<file path="src/rtl/mopshub_selftest_pkg.sv">
// Shared types for the MOPSHUB RX/TX self-test sequencer.
// Pure declarations: no timing, no flow control.
package mopshub_selftest_pkg;

  typedef enum logic [2:0] {IDLE, REQ, WAIT, ENDWAIT, GAP, DONE} selftest_state_t;
  typedef enum logic [1:0] {RX_ONLY, TX_ONLY, RX_TX, LOOP} selftest_mode_t;
  typedef enum logic {PH_RX, PH_TX} phase_t;

  // True when finishing a pass in this phase ends the whole campaign.
  function automatic logic pass_ends_campaign(selftest_mode_t m, phase_t ph);
    if (ph == PH_RX) return (m == RX_ONLY);
    return (m != LOOP);
  endfunction

endpackage

</file>
<file path="src/rtl/mopshub_bus_mask_scan.sv">
// Finds the lowest enabled bus at or above (inclusive) / strictly above from_id.
// Purely combinational; found=0 when no such bus exists (no wrap-around).
module mopshub_bus_mask_scan #(
  parameter int N_BUSES = 32,
  parameter int BUS_W   = 5
) (
  input  logic [N_BUSES-1:0] mask,
  input  logic [BUS_W-1:0]   from_id,
  input  logic               inclusive,
  output logic [BUS_W-1:0]   next_id,
  output logic               found
);

  always_comb begin
    next_id = '0;
    found   = 1'b0;
    // Walk downwards so the lowest qualifying bus is the last one written.
    for (int i = N_BUSES - 1; i >= 0; i--) begin
      if (mask[i] && ((i > int'(from_id)) || (inclusive && (i == int'(from_id))))) begin
        next_id = BUS_W'(i);
        found   = 1'b1;
      end
    end
  end

endmodule

</file>
<file path="src/rtl/mopshub_selftest_sequencer.sv">
// RX/TX self-test sequencer: one request per enabled bus per pass, counts pass/fail/timeout.
// First request one cycle after start; abort returns to IDLE on the next edge from any active state.
module mopshub_selftest_sequencer
  import mopshub_selftest_pkg::*;
#(
  parameter int                   N_BUSES    = 32,
  parameter int                   BUS_W      = $clog2(N_BUSES),
  parameter int                   TIMEOUT_W  = 16,
  parameter logic [TIMEOUT_W-1:0] TIMEOUT    = 16'hFFFF,
  parameter int                   GAP_CYCLES = 120,
  parameter int                   CNT_W      = 16
) (
  input  logic               clk,
  input  logic               rst,
  input  logic               start,
  input  logic               abort,
  input  logic [1:0]         mode,
  input  logic [N_BUSES-1:0] bus_mask,
  input  logic               phase_done,
  input  logic               phase_err,
  output logic               test_rx_start,
  output logic               test_tx_start,
  output logic [BUS_W-1:0]   bus_id,
  output logic               endwait_all,
  output logic               busy,
  output logic               done,
  output logic               aborted,
  output logic [CNT_W-1:0]   pass_cnt,
  output logic [CNT_W-1:0]   fail_cnt,
  output logic [CNT_W-1:0]   tout_cnt,
  output logic               first_fail_vld,
  output logic [BUS_W-1:0]   first_fail_bus,
  output logic [CNT_W-1:0]   loop_cnt
);

  localparam int GAP_W = (GAP_CYCLES > 1) ? $clog2(GAP_CYCLES) : 1;

  selftest_state_t    state_q, state_d;
  selftest_mode_t     mode_q;
  phase_t             phase_q;
  logic [N_BUSES-1:0] mask_q;
  logic [TIMEOUT_W-1:0] tcnt_q;
  logic [GAP_W-1:0]   gcnt_q;

  logic [N_BUSES-1:0] first_mask;
  logic [BUS_W-1:0]   first_id, next_id;
  logic               first_found, next_found;
  logic               abort_hit, timeout_hit, req_end, gap_last;

  function automatic logic [CNT_W-1:0] sat_inc(logic [CNT_W-1:0] v);
    return (&v) ? v : v + 1'b1;
  endfunction

  // Before the campaign is latched, the first-bus scan must look at the live mask.
  assign first_mask = (state_q == IDLE) ? bus_mask : mask_q;

  mopshub_bus_mask_scan #(.N_BUSES(N_BUSES), .BUS_W(BUS_W)) u_scan_first (
    .mask      (first_mask),
    .from_id   ('0),
    .inclusive (1'b1),
    .next_id   (first_id),
    .found     (first_found)
  );

  mopshub_bus_mask_scan #(.N_BUSES(N_BUSES), .BUS_W(BUS_W)) u_scan_next (
    .mask      (mask_q),
    .from_id   (bus_id),
    .inclusive (1'b0),
    .next_id   (next_id),
    .found     (next_found)
  );

  assign abort_hit   = abort && (state_q != IDLE);
  assign timeout_hit = (tcnt_q == TIMEOUT - 1'b1);
  assign req_end     = phase_done || timeout_hit;
  assign gap_last    = (gcnt_q == GAP_W'(GAP_CYCLES - 1));

  always_ff @(posedge clk or negedge rst) begin
    if (!rst) state_q <= IDLE;
    else      state_q <= state_d;
  end

  always_comb begin
    state_d = state_q;
    case (state_q)
      IDLE:    if (start) state_d = first_found ? REQ : DONE;
      REQ:     state_d = WAIT;
      WAIT: begin
        if (req_end) begin
          if (next_found)                                state_d = REQ;
          else if (pass_ends_campaign(mode_q, phase_q))  state_d = DONE;
          else if (phase_q == PH_RX)                     state_d = ENDWAIT;
          else                                           state_d = REQ;
        end
      end
      ENDWAIT: state_d = GAP;
      GAP:     if (gap_last) state_d = REQ;
      DONE:    state_d = IDLE;
      default: state_d = IDLE;
    endcase
    if (abort_hit) state_d = IDLE;
  end

  always_comb begin
    test_rx_start = (state_q == REQ) && (phase_q == PH_RX);
    test_tx_start = (state_q == REQ) && (phase_q == PH_TX);
    endwait_all   = (state_q == ENDWAIT);
    busy          = (state_q == REQ) || (state_q == WAIT) ||
                    (state_q == ENDWAIT) || (state_q == GAP);
    done          = (state_q == DONE) && !abort;
  end

  always_ff @(posedge clk or negedge rst) begin
    if (!rst) begin
      mode_q         <= RX_ONLY;
      phase_q        <= PH_RX;
      mask_q         <= '0;
      bus_id         <= '0;
      tcnt_q         <= '0;
      gcnt_q         <= '0;
      aborted        <= 1'b0;
      pass_cnt       <= '0;
      fail_cnt       <= '0;
      tout_cnt       <= '0;
      first_fail_vld <= 1'b0;
      first_fail_bus <= '0;
      loop_cnt       <= '0;
    end else begin
      aborted <= 1'b0;
      if (abort_hit) begin
        // Results gathered so far are kept; the in-flight request is simply dropped.
        aborted <= 1'b1;
      end else begin
        case (state_q)
          IDLE: begin
            if (start) begin
              mode_q         <= selftest_mode_t'(mode);
              mask_q         <= bus_mask;
              phase_q        <= (mode == TX_ONLY) ? PH_TX : PH_RX;
              bus_id         <= first_id;
              pass_cnt       <= '0;
              fail_cnt       <= '0;
              tout_cnt       <= '0;
              first_fail_vld <= 1'b0;
              first_fail_bus <= '0;
              loop_cnt       <= '0;
            end
          end
          REQ: tcnt_q <= '0;
          WAIT: begin
            tcnt_q <= tcnt_q + 1'b1;
            if (phase_done) begin
              if (phase_err) fail_cnt <= sat_inc(fail_cnt);
              else           pass_cnt <= sat_inc(pass_cnt);
            end else if (timeout_hit) begin
              tout_cnt <= sat_inc(tout_cnt);
            end
            if (((phase_done && phase_err) || (!phase_done && timeout_hit)) && !first_fail_vld) begin
              first_fail_vld <= 1'b1;
              first_fail_bus <= bus_id;
            end
            if (req_end) begin
              if (next_found) begin
                bus_id <= next_id;
              end else if ((phase_q == PH_TX) && (mode_q == LOOP)) begin
                loop_cnt <= loop_cnt + 1'b1;
                phase_q  <= PH_RX;
                bus_id   <= first_id;
              end
            end
          end
          ENDWAIT: gcnt_q <= '0;
          GAP: begin
            gcnt_q <= gcnt_q + 1'b1;
            if (gap_last) begin
              phase_q <= PH_TX;
              bus_id  <= first_id;
            end
          end
          default: ;
        endcase
      end
    end
  end

endmodule
</file>
<file path="config.mk">
export PLATFORM = sky130hd
export DESIGN_NAME = mopshub_selftest_sequencer
export DESIGN_NICKNAME = d
export VERILOG_FILES = /design/src/rtl/mopshub_selftest_pkg.sv /design/src/rtl/mopshub_bus_mask_scan.sv /design/src/rtl/mopshub_selftest_sequencer.sv
export SDC_FILE = /design/constraint.sdc
export NUM_CORES = 1
export LEC_CHECK = 0
export BUFFER_PORTS_ARGS = -buffer_cell sky130_fd_sc_hd__buf_4
export CAP_MARGIN = 0
export CORE_ASPECT_RATIO = 0.5
export CORE_MARGIN = 2
export CORE_UTILIZATION = 40
export CTS_CLUSTER_DIAMETER = 40
export CTS_CLUSTER_SIZE = 14
export DETAILED_ROUTE_END_ITERATION = 8
export HOLD_SLACK_MARGIN = 0.08
export PLACE_DENSITY_LB_ADDON = 0.1
export SETUP_SLACK_MARGIN = 0.05
export SYNTH_ARGS = -nofsm -noshare
export SYNTH_HDL_FRONTEND = slang
export SYNTH_SLANG_ARGS = --single-unit
export TNS_END_PERCENT = 5
</file>
<file path="constraint.sdc">
create_clock -name clk -period 2.9 [get_ports clk]
set_clock_uncertainty 0.2 [all_clocks]
set_input_delay 0.145 -clock clk [delete_from_list [all_inputs] [get_ports clk]]
set_output_delay 0.145 -clock clk [all_outputs]
set_load 0.005 [all_outputs]
</file>
== Word-level counts from Yosys, hierarchy flattened ==
Cells that the tools add are included.

* Register bits after elaboration: 137
* Logic and storage cells: 333
* Output and inout bits: 81

* Bitwise gates (word level): 2
* $add $sub $neg: 6
* Muxes and demuxes: 184
* $lt $le $gt $ge: 31
* Eq/ne operators: 28
* Reductions and logical operators: 68

{| class="wikitable"
|+ Operators with widths
! kind !! count
|-
| $mux 5 || 70
|-
| $mux 16 || 13
|-
| $pmux 16 s2 || 5
|-
| $mux 1 || 81
|-
| $add 16x1->16 const B || 5
|-
| $gt 5x5->1 const A || 16
|-
| $reduce_and 16->1 || 3
|-
| $gt 4x5->1 const A || 8
|-
| $logic_and 1x1->1 || 39
|-
| $mux 32 || 1
|-
| $reduce_and 6->1 || 5
|-
| $ne 2x2->1 const B || 13
|-
| $mux 3 || 7
|-
| $gt 3x5->1 const A || 4
|-
| $eq 16x16->1 const B || 1
|-
| $pmux 3 s5 || 1
|-
| $pmux 5 s3 || 1
|-
| $pmux 7 s2 || 1
|-
| $gt 2x5->1 const A || 2
|-
| $pmux 5 s2 || 1
|-
| $ne 3x3->1 const B || 3
|-
| $add 7x1->7 const B || 1
|-
| $eq 7x7->1 const B || 1
|-
| $reduce_and 7->1 || 1
|-
| 21 further kinds || 36
|}

== Longest topological paths before layout ==
* Depth in word-level cells: 45
* Mapped depth: 11

== Modules after synthesis ==
A second synthesis with hierarchy kept.

* Cell total of the unflattened synthesis: 1192
* Area total of the unflattened synthesis: 9648.0 µm²

{| class="wikitable"
|+ Modules (own cells, without submodules)
! module !! cells an instance !! sequential area each (µm²) !! area an instance (µm²) !! times used
|-
| mopshub_selftest_sequencer || 812 || 3428.3 || 7438.4 || 1
|-
| mopshub_bus_mask_scan || 190 || 0.0 || 1104.8 || 2
|}

== Least setup slack after synthesis ==
Ideal clock, no wire load.

* Path kind: register to register
* Start: reg bus_id[1]
* End: reg bus_id[3]
* Buffers on the path: 2
* Library setup time: 0.125 ns
* Stages on the path, launching flop included: 9
* Slack: 0.291 ns
* Data required time: 2.575 ns
* Period minus slack after synthesis: 2.609 ns
* Arrival: 2.285 ns
* Cell sequence: dfrtp_1 -> buf_4 -> buf_6 -> a2111oi_0 -> o21ai_0 -> nand2_1 -> nor3_4 -> a31oi_2 -> mux2_2

* Cells in the longest elaborated chain, start to end: 36

{| class="wikitable"
|+ Ends and longest elaborated chain
! element !! RTL line !! source
|-
| start, declared || mopshub_selftest_sequencer.sv:23 || <nowiki>output logic [BUS_W-1:0] bus_id,</nowiki>
|-
| start signal, assigned || mopshub_selftest_sequencer.sv:140 || <nowiki>bus_id <= first_id;</nowiki>
|-
| start signal, assigned || mopshub_selftest_sequencer.sv:164 || <nowiki>bus_id <= next_id;</nowiki>
|-
| start signal, assigned || mopshub_selftest_sequencer.sv:168 || <nowiki>bus_id <= first_id;</nowiki>
|-
| $gt 5x5->1 || mopshub_bus_mask_scan.sv:19 || <nowiki>if (mask[i] && ((i > int'(from_id)) || (inclusive && (i == int'(from_id))))) begin</nowiki>
|-
| $logic_and 1x1->1 || mopshub_bus_mask_scan.sv:19 ||
|-
| $mux 5 / $mux 1 (equally long branches) (31 in a row) || mopshub_bus_mask_scan.sv:19 ||
|-
| $mux 5 || mopshub_selftest_sequencer.sv:163 || <nowiki>if (next_found) begin</nowiki>
|-
| $mux 5 || mopshub_selftest_sequencer.sv:162 || <nowiki>if (req_end) begin</nowiki>
|-
| $pmux 5 s3 || mopshub_selftest_sequencer.sv:134 || <nowiki>case (state_q)</nowiki>
|}

Parallel ways exist; a longest one is shown, timed or not. The select of a mux whose other input is x is not followed.
A chain may end at the register's enable or synchronous reset.

== Worst setup path in the final report ==
* Start: reg bus_id[1]
* End: reg loop_cnt[5]

* Cells in the longest elaborated chain, start to end: 35

{| class="wikitable"
|+ Ends and longest elaborated chain
! element !! RTL line !! source
|-
| $gt 5x5->1 || mopshub_bus_mask_scan.sv:19 ||
|-
| $logic_and 1x1->1 || mopshub_bus_mask_scan.sv:19 ||
|-
| $mux 1 (30 in a row) || mopshub_bus_mask_scan.sv:19 ||
|-
| $mux 1 (*) || mopshub_bus_mask_scan.sv:19 ||
|-
| $ne 2x2->1 (no source line) (*) || -- ||
|-
| $reduce_and 6->1 (no source line) (*) || -- ||
|-
| end signal, assigned || mopshub_selftest_sequencer.sv:166 || <nowiki>loop_cnt <= loop_cnt + 1'b1;</nowiki>
|-
| end, declared || mopshub_selftest_sequencer.sv:33 || <nowiki>output logic [CNT_W-1:0] loop_cnt</nowiki>
|}

Every way passes the cells marked *; elsewhere a longest branch is shown, timed or not.

==> impl_results.md <==
* Post-DP HPWL at 17.93 mm
* Yosys reg bits at around 140
* Power per cell area at roughly 900 mW/mm²
* Mapped Area at 0.008468 mm²
* CTS root buffer: clkbuf_16
* Final net count at between 1000 and 1500
* Final Slew Violations at 0
* Crit-path slowest cell: or4_1
* R2r endpoint: loop_cnt[5]
* Number of DRC markers in iteration 0 at between 700 and 800
* Period utilisation layout at a little over nine tenths
* Hold Path Class: in2reg
* Starting density of the core at between 40 and 50%
* Critical-path maximum fanout at 5
* Min cycle time layout at roughly 2.8 ns
* Vias in the first global route at roughly 7700
* Top post-synthesis cells by count: nand2_1 (156), dfrtp_1 (137), nor2_1 (116)
* Max incr delay on CP at between 0.5 and 0.6 ns
* Synthesized net count at 1042
* Layout cells sized above 1 at between 20% and 30%
* Total track usage at 23.01%
* Slew headroom at between 40% and 50%
* Die Area at between 0.02 and 0.025 mm²
* Top_reg_cell synth: dfrtp_1
* Kind of critical path: reg2reg
* Port bufs at 120
* Buf/Inv on CP at 2
* Die height at 106.9 µm
* Antenna cells at 0
* Crit path arrival time at 2.98 ns
* Status: complete, no violations
* Routed vias/inst at roughly 5.6
* Final setup vio count at 0
* CTS tree: built
* Yosys warnings at 0
* Reg2reg setup slack at around 0.086 ns
* Unrepaired setup endpoints after global routing: true
* Clock slew at reported path FFs at 0.07 ns
* Startpoint Class: flop
* Worst vdd ir at between 0.0005 and 0.0006 V
* Avg WL per Cell at 17.48 µm
* Crit end category: flop
* Crit-path most repeated cell: buf_12
* Worst Setup SP: bus_id[1]
* IO Count at roughly 120
* Total stage count of the critical path at 9
* Syn_area_per_cell at about 8.5 µm²
* Sequential element share of the synthesized area at between 40 and 50%
* # DRC at 0
* Reg-to-Reg Start: bus_id[1]
* Synth async-reset ratio at 100.0%
* Global-route wire length before repair at 40.45 mm
* Area delta synth->final at 32.46%
* Count leader, synth: nand2_1
* Max-cap viol count at 0
* Final ANT Viol Nets at 0
* Worst EP required at ~3.1 ns
* Setup TNS at 0 ns
* Cell count after placement at ~1400
* TritonCTS Sinks at approximately 140
* Die Wd at 209.8 µm
* Ranking of synthesized cells by area: dfrtp_1 (40%), nand2_1 (6.9%), nor2_1 (5.1%)
* R2R cell count at 9
* Final Non-Filler Cells at ~1500
* Final Hold Vio Count at 0
* Initial antenna violation count at 0
* EDFF count, synth at 0
* FP Rows at 37
* Worst-Skew Late Latency at approximately 0.45 ns
* Grt ovf at 0
* Crit path max-delay family: simple AND/OR/NAND/NOR gates
* Htree depth at 4
* Worst Max-Slew Pin Slew at about 0.8 ns
* Fmax at roughly 360 MHz
* Synth cell types at 88
* DR vias at roughly 8000
* Leak at approximately 5.1 nW
* Core outline area at just over 0.02 mm²
* Area leader, netlist: dfrtp_1
* Drt pass-1 iters at 6
* Largest net degree at the start of global routing at 65
* Critical-path cell list: buf_12 > nand4_4 > o21ai_4 > nand4_1 > nor4_4 > a21oi_4 > buf_12 > or4_1 > a21oi_2
* CP endpoint: loop_cnt[5]
* TritonCTS buffer count at 17
* Post-Syn Instances at roughly 1000
* Post-Route WL at ~26 mm
* Final Wtd Congestion at between 0.9 and 1
* Yosys top cell area share at 40.48%
* CTS max path bufs at 2
-- routing by layer --
layer / track usage (%) / up-vias / wire (µm)
li1: - / 3953 / -
met1: 29.98 / 4001 / 11900
met2: 37.66 / 223 / 12310
met3: 6.327 / 34 / 1316
met4: 6.687 / 0 / 323
met5: 0 / - / 0
-- where the power goes --
| part | internal [W] | leakage [nW] | switching (W) |
|---|---|---|---|
| Sequential | 0.00227 | 1.84 | 0.000486 |
| Combinational | 0.00204 | 3.02 | 0.00275 |
| Clock | 0.00136 | 0.287 | 0.000921 |
| Total | 0.00567 | 5.14 | 0.00416 |
-- cell families (layout without fill, tap and decap cells) --
| group | Yosys count | in the layout | share of synthesized area (%) |
|---|---|---|---|
| flip-flops | 137 | 137 | 40.48 |
| adder cells (fa/ha/maj) | 8 | 8 | 1.152 |
| buffers and inverters | 79 | 290 | 4.447 |
| AND/OR/NAND/NOR | 495 | 495 | 29.08 |
| XOR/XNOR | 56 | 56 | 5.792 |
| AO/OA/AOI/OAI | 199 | 199 | 16.45 |
| multiplexers | 21 | 21 | 2.600 |
-- flip-flops by register name (all words and copies together) (netlist names), 2 cells and up --
signal / flops
mask_q: 32
fail_cnt: 16
loop_cnt: 16
pass_cnt: 16
tcnt_q: 16
tout_cnt: 16
gcnt_q: 7
bus_id: 5
first_fail_bus: 5
state_q: 3
mode_q: 2
-- stage by stage --
step | cell area [µm²] | hold WS, ns | setup WS [ns] | power [W] | utilization [%]
after CTS | 10940 | 0.1064 | 0.04714 | 0.009479 | 53.00
after floorplan | 8468 | -0.3506 | 0.2908 | 0.005507 | -
after detailed placement | 9896 | -0.09545 | 0.03967 | 0.007107 | 47.93
after global routing | 11220 | 0.1244 | 0.01454 | 0.01042 | 54.33
after global placement | 9896 | -0.1017 | 0.02117 | 0.007091 | 47.93
final | 11220 | 0.1242 | 0.08578 | 0.009825 | 54.33
-- cell usage in the layout, fill, tap and decap left out, types with 7 or more instances in the layout --
master	instances
mux2i_1	13
o211ai_1	7
nor2_1	116
and3_1	18
a31oi_1	9
nand2_1	155
and2_1	8
ha_1	7
nor4_1	12
o21ai_0	52
nand4_1	27
a21oi_1	31
nor2b_1	10
and4_1	7
nor3_1	24
dlygate4sd3_1	41
or3_1	18
buf_4	170
nand2b_1	15
o31ai_1	14
xnor2_1	8
dfrtp_1	133
mux2_2	8
nand3_1	47
inv_1	30
clkbuf_16	21
xor2_1	48
-- worst min path at each step --
stage	slack [ns]	depth (start not counted)	from	to
6_report	0.12	5	start	loop_cnt[13]
5_1_grt	0.12	5	start	loop_cnt[9]
4_1_cts	0.11	5	start	loop_cnt[15]
3_5_place_dp	-0.1	1	rst	first_fail_bus[3]
3_3_place_gp	-0.10	1	rst	mask_q[20]
2_1_floorplan	-0.35	0	rst	aborted
-- tightest hold or removal path, stage by stage --
cell     delay, ns
buf_4         0.10
nand2_1       0.13
buf_4         0.23
nand2_1       0.07
mux2i_1       0.06
-- final cells by class --
type / count / area, µm²
Multi-Input combinational cell: 779 / 4738
Sequential cell: 137 / 3433
Fill cell: 1984 / 9430
Clock buffer: 18 / 429.2
Inverter: 31 / 116.4
Tap cell: 273 / 341.6
Timing Repair Buffer: 227 / 1987
Clock inverter: 14 / 171.4
-- repair_timing --
item,4_1_cts,5_1_grt
hold buffers,42,0
gates cloned,0,4
gates resized for setup,2,28
setup endpoints to repair,6,15
pin swaps,0,13
endpoints found under the hold margin,196,0
setup buffers,0,8
Note: power is estimated with default switching activity, not from simulation.
